--- config.mk ---
export PLATFORM = sky130hd
export DESIGN_NAME = pipeline_hazard_ctrl
export DESIGN_NICKNAME = d
export VERILOG_FILES = /design/src/rtl/pipeline_hazard_ctrl.sv
export SDC_FILE = /design/constraint.sdc
export NUM_CORES = 1
export LEC_CHECK = 0
export BUFFER_PORTS_ARGS = -buffer_cell sky130_fd_sc_hd__clkbuf_2
export CAP_MARGIN = 20
export CORE_UTILIZATION = 33
export CTS_CLUSTER_DIAMETER = 40
export DETAILED_ROUTE_END_ITERATION = 6
export PLACE_DENSITY = 0.92
export SYNTH_ARGS = -nofsm -noshare
export SYNTH_HDL_FRONTEND = slang
export SYNTH_SLANG_ARGS = --single-unit
export TNS_END_PERCENT = 10
--- constraint.sdc ---
create_clock -name clk -period 3.8 [get_ports clk]
set_input_delay 0.76 -clock clk [delete_from_list [all_inputs] [get_ports clk]]
set_output_delay 0.76 -clock clk [all_outputs]
set_load 0.01 [all_outputs]
--- src/rtl/pipeline_hazard_ctrl.sv ---
// Pipeline hazard controller: load-use bubbles, branch flushes and memory wait stalls.
// Define HAZARD_STATS_EN to build the saturating stall/flush statistics counters.
module pipeline_hazard_ctrl #(
  parameter int LOAD_USE_BUBBLES = 1,
  parameter int CNT_W            = 16
) (
  input  logic             clk,
  input  logic             rst_n,
  input  logic [4:0]       ifid_rs1_i,
  input  logic [4:0]       ifid_rs2_i,
  input  logic             ifid_use_rs1_i,
  input  logic             ifid_use_rs2_i,
  input  logic [4:0]       idex_rd_i,
  input  logic [2:0]       idex_mem_read_i,
  input  logic             branch_taken_i,
  input  logic             imem_busy_wait_i,
  input  logic             dmem_busy_wait_i,
  output logic             pc_stall_o,
  output logic             ifid_stall_o,
  output logic             idex_stall_o,
  output logic             exmem_stall_o,
  output logic             memwb_stall_o,
  output logic             ifid_flush_o,
  output logic             idex_flush_o,
  output logic [CNT_W-1:0] stall_cnt_o,
  output logic [CNT_W-1:0] flush_cnt_o
);

  typedef enum logic [1:0] {RUN, BUBBLE, FLUSH} state_e;

  localparam logic [1:0] BubbleLoad = 2'(LOAD_USE_BUBBLES - 1);

  state_e     state_q, state_d;
  logic [1:0] bubbleCnt_q, bubbleCnt_d;

  logic loadUse;
  logic pcStall, ifidStall, idexStall, exmemStall, memwbStall;
  logic ifidFlush, idexFlush;

  assign loadUse = (idex_mem_read_i != 3'd0) && (idex_rd_i != 5'd0) &&
                   ((ifid_use_rs1_i && (ifid_rs1_i == idex_rd_i)) ||
                    (ifid_use_rs2_i && (ifid_rs2_i == idex_rd_i)));

  // Priority chain: data wait, branch redirect, flush tail, bubble, fetch wait.
  always_comb begin
    state_d     = state_q;
    bubbleCnt_d = bubbleCnt_q;
    pcStall     = 1'b0;
    ifidStall   = 1'b0;
    idexStall   = 1'b0;
    exmemStall  = 1'b0;
    memwbStall  = 1'b0;
    ifidFlush   = 1'b0;
    idexFlush   = 1'b0;
    if (dmem_busy_wait_i) begin
      pcStall    = 1'b1;
      ifidStall  = 1'b1;
      idexStall  = 1'b1;
      exmemStall = 1'b1;
      memwbStall = 1'b1;
    end else if (branch_taken_i) begin
      ifidFlush   = 1'b1;
      idexFlush   = 1'b1;
      state_d     = FLUSH;
      bubbleCnt_d = 2'd0;
    end else if (state_q == FLUSH) begin
      ifidFlush = 1'b1;
      state_d   = RUN;
    end else if ((state_q == BUBBLE) || loadUse) begin
      pcStall   = 1'b1;
      ifidStall = 1'b1;
      idexFlush = 1'b1;
      if (state_q == BUBBLE) begin
        bubbleCnt_d = bubbleCnt_q - 2'd1;
        if (bubbleCnt_q == 2'd1) begin
          state_d = RUN;
        end
      end else if (LOAD_USE_BUBBLES > 1) begin
        state_d     = BUBBLE;
        bubbleCnt_d = BubbleLoad;
      end
    end else if (imem_busy_wait_i) begin
      pcStall   = 1'b1;
      ifidFlush = 1'b1;
    end
  end

  always_ff @(posedge clk or negedge rst_n) begin
    if (!rst_n) begin
      state_q     <= RUN;
      bubbleCnt_q <= 2'd0;
    end else begin
      state_q     <= state_d;
      bubbleCnt_q <= bubbleCnt_d;
    end
  end

  // Outputs are masked while reset is held so nothing leaks from live inputs.
  assign pc_stall_o    = rst_n & pcStall;
  assign ifid_stall_o  = rst_n & ifidStall;
  assign idex_stall_o  = rst_n & idexStall;
  assign exmem_stall_o = rst_n & exmemStall;
  assign memwb_stall_o = rst_n & memwbStall;
  assign ifid_flush_o  = rst_n & ifidFlush;
  assign idex_flush_o  = rst_n & idexFlush;

`ifdef HAZARD_STATS_EN
  logic [CNT_W-1:0] stallCnt_q, flushCnt_q;

  always_ff @(posedge clk or negedge rst_n) begin
    if (!rst_n) begin
      stallCnt_q <= '0;
      flushCnt_q <= '0;
    end else begin
      if (pcStall && (stallCnt_q != '1)) begin
        stallCnt_q <= stallCnt_q + 1'b1;
      end
      if ((ifidFlush || idexFlush) && (flushCnt_q != '1)) begin
        flushCnt_q <= flushCnt_q + 1'b1;
      end
    end
  end

  assign stall_cnt_o = stallCnt_q;
  assign flush_cnt_o = flushCnt_q;
`else
  assign stall_cnt_o = '0;
  assign flush_cnt_o = '0;
`endif

endmodule

==> results.json, run 1 <==
{
  "drt_iter0_markers": 3,
  "grtUsageTotal_pct": 9.89,
  "hpwl_um": 833,
  "status": "complete, no violations",
  "crit_path_max_fanout": 4,
  "fillCellCount": 154,
  "cts_resized": 0,
  "clk_pin_slew_ps": 0,
  "globalRouteOverflowTotal": 0,
  "final_common_cell": "conb_1",
  "syn_to_final_growth_pct": 7.07,
  "final_cell_mix": "32 x conb_1, 31 x clkbuf_2, 10 x xnor2_1",
  "routabilityCongestion": 0.660,
  "reg2reg_from": "state_q[1]$_DFFE_PN0P_",
  "crit_top_cell": "clkbuf_2",
  "period_needed_ps": 2760,
  "cts_setup_buffers": 0,
  "yosys.area.top_type": "buf_4",
  "top_regs": "state_q: 1 flops",
  "ant_nets": 0,
  "ir_worst_vdd_uv": 64.1,
  "grt_pass1_wl_um": 1160,
  "fin_nets": 124,
  "antenna_cells": 0,
  "detail_route.wl_per_cell_um": 7.83,
  "fin_crit_sh_pct": 72.7,
  "largest_reg_flops": 1,
  "path_buf_inv": 2,
  "critPathTopFamily": "simple AND/OR/NAND/NOR gates",
  "fin_skew_ps": 0,
  "clock_latency_ps": 0,
  "num_io_pins": 64,
  "crit_path_end_kind": "output pin",
  "leakagePower_nw": 0.313,
  "initial_core_util_pct": 36.7,
  "top_register": "state_q",
  "drv_slew": 0,
  "synth_area_leaders": "buf_4 52%, xnor2_1 18%, dfrtp_1 5.1%, nand2_1 4.5%, o21ai_0 3.0%",
  "critPathRequiredTime_ps": 3040,
  "arrival_ps": 2000,
  "port_buffers": 31,
  "ys_ff_latch": 1,
  "cp_slowest_cell": "or4_1",
  "crit_chain": "clkbuf_2 -> or4_1 -> o32a_2 -> a31oi_1 -> nor3b_1 -> clkbuf_2",
  "grt_max_degree": 6,
  "antenna_found_initial": 0,
  "hold_buffers": 0,
  "worst_slack_ps": 1040,
  "yosysUniqueCellTypes": 16,
  "first_global_vias": 305,
  "avgSynthCellArea_um2": 7.18,
  "dp_slack_ps": 1040,
  "syn-cell-area_um2": 495,
  "hold_viol": 0,
  "rr_worst_depth": 2,
  "dr.pass1.iters": 4,
  "die_height_um": 40.8,
  "hp-class": "in -> async",
  "setup-violations-final": 0,
  "synth_cells": 69,
  "fmax_ghz": 0.362,
  "maxCapViolCount": 0,
  "p_per_area_mw_per_mm2": 129,
  "fp.dieW_um": 40.8,
  "crit_path_start_kind": "input pin",
  "synth-seq-area-share_pct": 5.05,
  "die_area_mm2": 0.00166,
  "slowest_delay_ps": 510,
  "finalSetupTns_ps": 0,
  "remaining_drc_errors": 0,
  "synth_top_area_share_pct": 51.5,
  "worst-setup-path-type": "in -> out",
  "drive_above_1_share_pct": 33.0,
  "r2r_slack_ps": 3160,
  "timing.rr.end": "state_q[1]$_DFFE_PN0P_",
  "routed_wl_um": 877,
  "coreArea_mm2": 0.00135,
  "vias_per_cell": 3.98,
  "rsz0062_at_grt": "false",
  "yosysWarnings": 0,
  "dr_total_vias": 446,
  "fp-row-count": 13
}
final cells by class:
| class | instances | area [um^2] | share of cell area (%) |
|---|---|---|---|
| multi-input cells | 62 | 320 | 60.4 |
| repair buffers | 31 | 155 | 29.2 |
| flip-flops and latches | 1 | 25.0 | 4.72 |
| well taps | 15 | 18.8 | 3.54 |
| inverters | 3 | 11.3 | 2.12 |
layer usage:
metal | wire (um) | part of all wire (%) | up-vias | global-route usage, %
li1 | - | - | 218 | -
met1 | 301 | 34 | 198 | 9.35
met2 | 511 | 58 | 30 | 23.4
met3 | 64 | 7.3 | 0 | 0
met4 | 0 | 0 | 0 | 0
met5 | 0 | 0 | - | 0
cells in the mapped netlist:
cell	number
a21oi_1	1
a31oi_1	2
buf_4	34
conb_1	1
dfrtp_1	1
inv_1	3
nand2_1	6
nand4_1	2
nor2_1	1
nor3b_1	1
o21ai_0	3
o22ai_1	1
o311ai_0	1
o32a_2	1
or4_1	1
xnor2_1	10
stage by stage:
stage                     instance area (um^2)   power, W  util (%)  cells  hold slack [ps]
after floorplan                            612  0.0000719         -    100              464
after global placement                     531  0.0000671      39.3    112              556
after detailed placement                   531  0.0000685      39.3    112              563
after CTS                                  531  0.0000685      39.3    112              563
after global routing                       531  0.0000766      39.3    112              568
final                                      531  0.0000687      39.3    112              563
where the power goes:
group / total, W / switching, W / internal, W
clock network: 0 / 0 / 0
logic: 0.0000563 / 0.0000339 / 0.0000223
registers: 0.0000124 / 0.000000628 / 0.0000118
total: 0.0000687 / 0.0000345 / 0.0000341
worst max path at each step:
| stage | startpoint | endpoint | slack [ps] | depth (start not counted) |
|---|---|---|---|---|
| final | idex_rd_i[1] | idex_flush_o | 1040 | 6 |
| after global routing | idex_rd_i[0] | idex_flush_o | 970 | 7 |
| after CTS | idex_rd_i[1] | idex_flush_o | 1040 | 6 |
| after detailed placement | idex_rd_i[1] | idex_flush_o | 1040 | 6 |
| after global placement | idex_rd_i[1] | idex_flush_o | 1060 | 6 |
| after floorplan | idex_rd_i[1] | ifid_flush_o | 1280 | 3 |
cell families after synthesis:
group	count (synthesis)	share of synthesized area, %
other cells	1	0.757
compound gates	9	11.9
xor+xnor	10	17.7
buf+inv	37	53.8
simple gates	11	10.9
flops	1	5.05
Note: power is estimated with default switching activity, not from simulation.
==> run 2: changes to the inputs <==
--- a/config.mk
+++ b/config.mk
@@ -5,12 +5,13 @@
 export SDC_FILE = /design/constraint.sdc
 export NUM_CORES = 1
 export LEC_CHECK = 0
+export ABC_AREA = 1
 export BUFFER_PORTS_ARGS = -buffer_cell sky130_fd_sc_hd__clkbuf_2
 export CAP_MARGIN = 20
-export CORE_UTILIZATION = 33
+export CORE_UTILIZATION = 34
 export CTS_CLUSTER_DIAMETER = 40
 export DETAILED_ROUTE_END_ITERATION = 6
-export PLACE_DENSITY = 0.92
+export PLACE_DENSITY = 0.88
 export SYNTH_ARGS = -nofsm -noshare
 export SYNTH_HDL_FRONTEND = slang
 export SYNTH_SLANG_ARGS = --single-unit
==> constraint.sdc (replaced) <==
create_clock -name clk -period 2.75 [get_ports clk]
set_input_delay 0.55 -clock clk [delete_from_list [all_inputs] [get_ports clk]]
set_output_delay 0.55 -clock clk [all_outputs]
set_load 0.01 [all_outputs]
==> run 2 against run 1 <==
Sequential share of layout area fell by 0.89 points. Final cell count rose by 48%. Area after synthesis rose by 23%.
==> results.json, run 2 <==
{
  "synth_edf_count": 0,
  "dr_wl_met3_um": 90,
  "synth-seq-area-share_pct": 4.12,
  "p_per_area_mw_per_mm2": 154,
  "synth-main-ff-cell": "dfrtp_1",
  "first_global_vias": 372,
  "coreArea_mm2": 0.00159,
  "final_cell_mix": "33 x nand2_1, 32 x conb_1, 31 x clkbuf_2",
  "fin_skew_ps": 0,
  "crit_path_start_kind": "input pin",
  "ir_worst_vdd_uv": 67.5,
  "num_io_pins": 64,
  "ant_nets": 0,
  "antenna_found_initial": 0,
  "top_regs": "state_q: 1 flops",
  "fillCellCount": 183,
  "dr_total_vias": 594,
  "die_area_mm2": 0.00196,
  "synth_area_leaders": "buf_4 42%, nand2_1 20%, inv_1 12%, nor2_1 6.2%, nand3_1 4.9%",
  "dr_wl_met2_um": 447,
  "routabilityCongestion": 0.745,
  "hp-class": "in -> async",
  "remaining_drc_errors": 0,
  "clock_latency_ps": 0,
  "crit_chain": "clkbuf_2 -> inv_1 -> nand2_1 -> nand2_1 -> nor2_1 -> nand3_1 -> nand2_2 -> nand4_1 -> nand3_1 -> clkbuf_2",
  "wl_met1_um": 426,
  "fin_crit_sh_pct": 71.6,
  "yosysUniqueCellTypes": 16,
  "maxCapViolCount": 0,
  "dr.pass1.iters": 3,
  "drv_slew": 0,
  "synth_cells": 114,
  "clk_pin_slew_ps": 0,
  "hold_viol": 0,
  "hpwl_um": 913,
  "drt_iter0_markers": 6,
  "routed_wl_um": 964,
  "syn-cell-area_um2": 608,
  "hold_buffers": 0,
  "cts_setup_buffers": 0,
  "die_height_um": 44.3,
  "slowest_delay_ps": 130,
  "arrival_ps": 1420,
  "yosysWarnings": 0,
  "grt_pass1_wl_um": 1400,
  "cp_slowest_cell": "clkbuf_2",
  "setup-violations-final": 0,
  "crit_path_max_fanout": 4,
  "grt_max_degree": 6,
  "antenna_cells": 0,
  "yosysMostFrequentCell": "buf_4",
  "largest_reg_flops": 1,
  "fp.dieW_um": 44.3,
  "async_reset_ff_share_pct": 100,
  "detail_route.wl_per_cell_um": 5.81,
  "rsz0062_at_grt": "false",
  "worst-setup-path-type": "in -> out",
  "leakagePower_nw": 0.495,
  "status": "complete, no violations",
  "avgSynthCellArea_um2": 5.33,
  "critPathRequiredTime_ps": 2200,
  "crit_path_end_kind": "output pin",
  "fin_nets": 169,
  "syn_to_final_growth_pct": 7.61,
  "drive_above_1_share_pct": 25.4,
  "netlist_top_cells_count": "34 x buf_4, 33 x nand2_1, 19 x inv_1",
  "fmax_ghz": 0.508,
  "final_common_cell": "nand2_1",
  "vias_per_cell": 3.58,
  "period_needed_ps": 1970,
  "port_buffers": 31,
  "final_core_util_pct": 41.1,
  "finalSetupTns_ps": 0,
  "top_register": "state_q",
  "grtUsageTotal_pct": 8.63,
  "cts_resized": 0,
  "ys_ff_latch": 1,
  "synth_top_area_share_pct": 42.0,
  "globalRouteOverflowTotal": 0,
  "routed.top_layer": "met3",
  "yosys.area.top_type": "buf_4",
  "fp-row-count": 14,
  "initial_core_util_pct": 38.1
}
run 2: layout make-up:
type	count	area (um^2)	area share, %
Inverter	21	78.8	12.0
Timing Repair Buffer	31	155	23.7
Multi-Input combinational cell	89	365	55.8
Sequential cell	1	25.0	3.82
Tap cell	24	30.0	4.59
run 2: kinds of logic (layout without fill, tap and decap cells):
kind of cell	after synthesis	after routing	synth area share (%)
buffers and inverters	55	52	54.9
and+or+nand+nor	53	53	36.0
AOI/OAI and AO/OA	4	4	4.32
other	1	32	0.617
DFF	1	1	4.11
run 2: per-layer routing:
metal / track usage (%) / vias to the layer above
li1: - / 327
met1: 12.7 / 233
met2: 15.0 / 34
met3: 0 / 0
met4: 0 / 0
met5: 0 / -
run 2: final timing paths:
path	slack, ps	depth (start not counted)	to	from
worst max-delay path	780	10	pc_stall_o	idex_rd_i[1]
worst min-delay path	360	1	state_q[1]$_DFFE_PN0P_	rst_n
worst max register to register	2120	2	state_q[1]$_DFFE_PN0P_	state_q[1]$_DFFE_PN0P_
worst min register to register	500	2	state_q[1]$_DFFE_PN0P_	state_q[1]$_DFFE_PN0P_
max in group asynchronous	2270	1	state_q[1]$_DFFE_PN0P_	rst_n
min in group clk	500	2	state_q[1]$_DFFE_PN0P_	state_q[1]$_DFFE_PN0P_
run 2: stage by stage:
step / std cells / power (W) / cell area [um^2] / worst slack [ps] / hold slack (ps)
after floorplan: 145 / 0.000105 / 724 / 1050 / 254
after global placement: 166 / 0.000100 / 654 / 765 / 359
after detailed placement: 166 / 0.000100 / 654 / 773 / 356
after CTS: 166 / 0.000101 / 654 / 770 / 356
after global routing: 166 / 0.000114 / 654 / 616 / 366
final: 166 / 0.000101 / 654 / 781 / 357
run 2: power by group:
part | internal, W | leakage (nW) | switching [W]
Combinational | 0.0000290 | 0.483 | 0.0000549
Sequential | 0.0000163 | 0.0122 | 0.000000858
Clock | 0 | 0 | 0
run 2: worst max-delay path, delay by kind of cell:
family | cells | cell delay (ps)
buf+inv | 3 | 290
simple gates | 7 | 570
